===== config.mk =====
export PLATFORM = sky130hd
export DESIGN_NAME = cache_control
export DESIGN_NICKNAME = d
export VERILOG_FILES = /design/src/rtl/cache_control.sv
export SDC_FILE = /design/constraint.sdc
export NUM_CORES = 1
export LEC_CHECK = 0
export ABC_AREA = 1
export BUFFER_PORTS_ARGS = -buffer_cell sky130_fd_sc_hd__buf_2
export CORE_AREA = 3 3 40 42
export DETAILED_ROUTE_END_ITERATION = 8
export DIE_AREA = 0 0 43 45
export PLACE_DENSITY = 0.52
export SLEW_MARGIN = 25
export SYNTH_ARGS = -nofsm -noshare
export SYNTH_HDL_FRONTEND = slang
export SYNTH_SLANG_ARGS = --single-unit

===== constraint.sdc =====
create_clock -name clk -period 3.1 [get_ports clk]
set_input_delay 0.31 -clock clk [delete_from_list [all_inputs] [get_ports clk]]
set_output_delay 0.31 -clock clk [all_outputs]
set_load 0.02 [all_outputs]

===== src/rtl/cache_control.sv =====
// L1 cache controller FSM: hit service, dirty-victim writeback and line allocation.
// Optional performance counters (hit_count/miss_count) are built when CACHE_PERF_CNT_EN is defined.
module cache_control #(
    parameter int CNT_WIDTH = 16
) (
    input  logic                 clk,
    input  logic                 rst,
    input  logic                 mem_read,
    input  logic                 mem_write,
    input  logic                 hit,
    input  logic                 victim_dirty,
    input  logic                 pmem_resp,
    output logic                 mem_resp,
    output logic                 pmem_read,
    output logic                 pmem_write,
    output logic                 pmem_addr_sel,
    output logic                 datain_sel,
    output logic                 load_data,
    output logic                 load_tag,
    output logic                 load_valid,
    output logic                 load_dirty,
    output logic                 load_lru,
    output logic                 dirty_in,
    output logic [1:0]           state_dbg
`ifdef CACHE_PERF_CNT_EN
    ,
    output logic [CNT_WIDTH-1:0] hit_count,
    output logic [CNT_WIDTH-1:0] miss_count
`endif
);

    localparam logic [1:0] S_IDLE  = 2'd0;
    localparam logic [1:0] S_WB    = 2'd1;
    localparam logic [1:0] S_ALLOC = 2'd2;

    logic [1:0] state;
    logic [1:0] state_next;
    logic       req;

    // Handshake: the CPU holds mem_read/mem_write until mem_resp; pmem_read/pmem_write
    // are held until the single-cycle pmem_resp pulse and drop the following cycle.
    assign req       = mem_read | mem_write;
    assign state_dbg = state;

    always_ff @(posedge clk or posedge rst) begin
        if (rst) begin
            state <= S_IDLE;
        end else begin
            state <= state_next;
        end
    end

    // Outputs are forced low while rst is high so no strobe escapes during reset.
    always_comb begin
        state_next    = state;
        mem_resp      = 1'b0;
        pmem_read     = 1'b0;
        pmem_write    = 1'b0;
        pmem_addr_sel = 1'b0;
        datain_sel    = 1'b0;
        load_data     = 1'b0;
        load_tag      = 1'b0;
        load_valid    = 1'b0;
        load_dirty    = 1'b0;
        load_lru      = 1'b0;
        dirty_in      = 1'b0;
        if (!rst) begin
            case (state)
                S_IDLE: begin
                    if (req) begin
                        if (hit) begin
                            mem_resp = 1'b1;
                            load_lru = 1'b1;
                            // A simultaneous read+write is serviced as a write.
                            if (mem_write) begin
                                load_data  = 1'b1;
                                load_dirty = 1'b1;
                                dirty_in   = 1'b1;
                            end
                        end else begin
                            state_next = victim_dirty ? S_WB : S_ALLOC;
                        end
                    end
                end
                S_WB: begin
                    pmem_write    = 1'b1;
                    pmem_addr_sel = 1'b1;
                    if (pmem_resp) begin
                        state_next = S_ALLOC;
                    end
                end
                S_ALLOC: begin
                    pmem_read = 1'b1;
                    if (pmem_resp) begin
                        load_data  = 1'b1;
                        datain_sel = 1'b1;
                        load_tag   = 1'b1;
                        load_valid = 1'b1;
                        load_dirty = 1'b1;
                        state_next = S_IDLE;
                    end
                end
                default: begin
                    state_next = S_IDLE;
                end
            endcase
        end
    end

`ifdef CACHE_PERF_CNT_EN
    logic hit_inc;
    logic miss_inc;

    assign hit_inc  = (state == S_IDLE) && req && hit && mem_resp;
    assign miss_inc = (state == S_IDLE) && (state_next != S_IDLE);

    // Both counters saturate at all-ones rather than wrapping.
    always_ff @(posedge clk or posedge rst) begin
        if (rst) begin
            hit_count  <= '0;
            miss_count <= '0;
        end else begin
            if (hit_inc && (hit_count != '1)) begin
                hit_count <= hit_count + CNT_WIDTH'(1);
            end
            if (miss_inc && (miss_count != '1)) begin
                miss_count <= miss_count + CNT_WIDTH'(1);
            end
        end
    end
`else
    logic [CNT_WIDTH-1:0] unused_cnt;
    assign unused_cnt = '0;
`endif

endmodule


==> metrics.md <==
| Metric | Value |
|---|---|
| Sequential area share after synthesis | `19.70%` |
| Buffers added on ports | `19` |
| Slew HR | `79.87%` |
| Gate power share | `60.1%` |
| Top post-synthesis cells by area | `dfrtp_1 20%, buf_4 18%, nand2_1 15%` |
| Fillers | `157` |
| R2R Setup Slk | `2.02 ns` |
| Post-CTS Hold Buffers | `0` |
| Die Y | `45 um` |
| R2r startpoint | `state_dbg[1]$_DFFE_PP0P_` |
| Yosys cell types | `13` |
| # Post-CTS Setup Buffers | `0` |
| Count leader, synth | `nand2_1` |
| Setup crit end kind | `output pin` |
| Row cnt | `13` |
| Largest register FFs | `2` |
| Clock slew at reported path FFs | `0.03 ns` |
| Post-route DRC | `0` |
| Hold_ws | `0.02782 ns` |
| Critical Path Fanout Max | `9` |
| Fin. max-slew vios | `0` |
| Fmax | `594.7 MHz` |
| Fin crit share | `54.24%` |
| Global Route Usage Sum | `7.404%` |
| Worst hold path type | `input port to asynchronous set/reset pin` |
| Final TNS setup | `0 ns` |
| GPL Wtd Cong | `0.7475` |
| Crit path required time | `2.79 ns` |
| Peak VDD IR | `0.2466 mV` |
| Syn nets | `49` |
| Antenna-violating nets left | `0` |
| Crit path time final | `1.681 ns` |
| Total Wirelength | `636 um` |
| Die width | `43 um` |
| YS warnings | `0` |
| First-iteration detailed-routing DRC count | `5` |
| RSZ-0062 raised after global routing | `false` |
| First-pass GRT wire length | `1.041 mm` |
| Sw Share | `52.42%` |
| Vias in the first global route | `276` |
| Routed len/inst | `8.712 um` |
| Ys async rst share | `100.0%` |
| Longest Clk Path Bufs | `2` |
| Post-synthesis cell count | `42` |
| ANT cells | `0` |
| Cell area power density | `853.7 nW/um2` |
| Worst Clk Skew | `0.0006185 ns` |
| Crit path kind | `flop to output pin` |
| # resized after CTS | `0` |
| Lkg Pwr | `0.2178 nW` |
| Total gr overflow | `0` |
| Hpwl dp | `561.4 um` |
| H-Tree Depth | `1` |
| Vias post-DR | `292` |
| Placed insts | `70` |
| CTS tree | `yes` |
| Mapped cell area | `254.0 um2` |
| Top cells by count, synth | `10 x nand2_1, 7 x nand3_1, 6 x buf_4` |
| Number of synthesized flops with an enable pin | `0` |
| First-pass DRT Iterations | `3` |
| Die area | `1935 um2` |
| Final hold violation count | `0` |
| Worst setup startpoint | `state_dbg[1]$_DFFE_PP0P_` |
| Final core utilization | `26.87%` |
| Status | `complete, no violations` |
| Initial antenna violation count | `0` |
| Vias/cell | `4.000` |
| CTS buffer count | `3` |
| Clock Latency Late Sink | `0.22 ns` |
| Critical path startpoint category | `flop` |
| Clk root buf | `clkbuf_4` |
| WP data arrival | `1.37 ns` |
| Starting Density | `19.77%` |
| Share of cells above drive strength 1 | `48.28%` |
| Synth area leader | `dfrtp_1` |
| Clk sinks | `2` |
| Syn avg cell area | `6.047 um2` |
| Final nets | `67` |
| Synthesis-to-layout area growth | `35.96%` |
| Slew @ Worst Pin | `0.3020 ns` |
| Int Pwr | `0.1403 mW` |
| Seq pwr share | `21.3%` |
| Predominant post-synthesis flop cell | `dfrtp_1` |
| Clock Power Share | `18.6%` |
| Setup violations, final | `0` |
| Largest net degree at the start of global routing | `10` |
| Core Box Area | `1285 um2` |
| FF+latch count, synth | `2` |
| Max Cap Violations | `0` |
| IO Pins | `20` |
| P_sw | `0.1545 mW` |
| Post-synth top area share | `19.70%` |
| Cell Count, Final, Fillers Out | `73` |
## cell families after synthesis
kind of cell	share of synthesized area (%)
simple gates	52.71
buf+inv	23.65
flops	19.71
compound gates	3.941
## stage by stage
| stage | setup slack, ns | total power [mW] | instance area, um2 |
|---|---|---|---|
| 2_1_floorplan | 1.179 | 0.2104 | 254.0 |
| 3_3_place_gp | 1.664 | 0.2432 | 322.8 |
| 3_5_place_dp | 1.637 | 0.2426 | 322.8 |
| 4_1_cts | 1.395 | 0.3014 | 345.3 |
| 5_1_grt | 1.285 | 0.3269 | 345.3 |
| 6_report | 1.419 | 0.2948 | 345.3 |
## area by class of cell
type,instances,area (um2),share of cell area [%]
inverters,4,15.01,4.348
repair buffers,19,95.09,27.54
well taps,15,18.77,5.435
multi-input cells,30,143.9,41.67
flip-flops and latches,2,50.05,14.49
clock buffers,3,22.52,6.522
## path summary, 6_finish.rpt
kind | end | cells after the start
min in group clk | state_dbg[1]$_DFFE_PP0P_ | 4
worst min-delay path | state_dbg[1]$_DFFE_PP0P_ | 2
worst min register to register | state_dbg[0]$_DFFE_PP0P_ | 2
max in group asynchronous | state_dbg[0]$_DFFE_PP0P_ | 2
worst max-delay path | load_dirty | 4
worst max register to register | state_dbg[1]$_DFFE_PP0P_ | 7
## cells in the final DEF (no fill, tap or decap), drive strengths merged
master / synthesis / layout
nand2: 12 / 12
nor2: 7 / 7
nor3b: 1 / 1
nand3: 7 / 7
clkbuf: 0 / 3
nor3: 1 / 1
dfrtp: 2 / 2
a21oi: 2 / 2
inv: 4 / 4
buf: 6 / 19
## per-layer routing
layer	part of all wire [%]	GRT usage, %	vias up
met5	0	0	-
met4	0	7.229	0
met3	6.1	2.390	0
met2	48	11.38	11
met1	46	7.933	120
li1	-	-	161
## power by group through the flow
| stage | combinational (mW) | clock, mW | sequential, mW |
|---|---|---|---|
| 6_report | 0.177 | 0.0549 | 0.0628 |
| 5_1_grt | 0.199 | 0.0613 | 0.0670 |
| 4_1_cts | 0.181 | 0.0584 | 0.0622 |
| 3_5_place_dp | 0.180 | 0 | 0.0622 |
| 3_3_place_gp | 0.181 | 0 | 0.0623 |
| 2_1_floorplan | 0.147 | 0 | 0.0637 |
## critical path, cell delays in order (launching register included)
cell,delay (ns)
dfrtp_1,0.47
nor2_2,0.21
nand3_1,0.12
a21oi_1,0.16
buf_2,0.19
No activity file was read; power rests on OpenSTA's default activity.
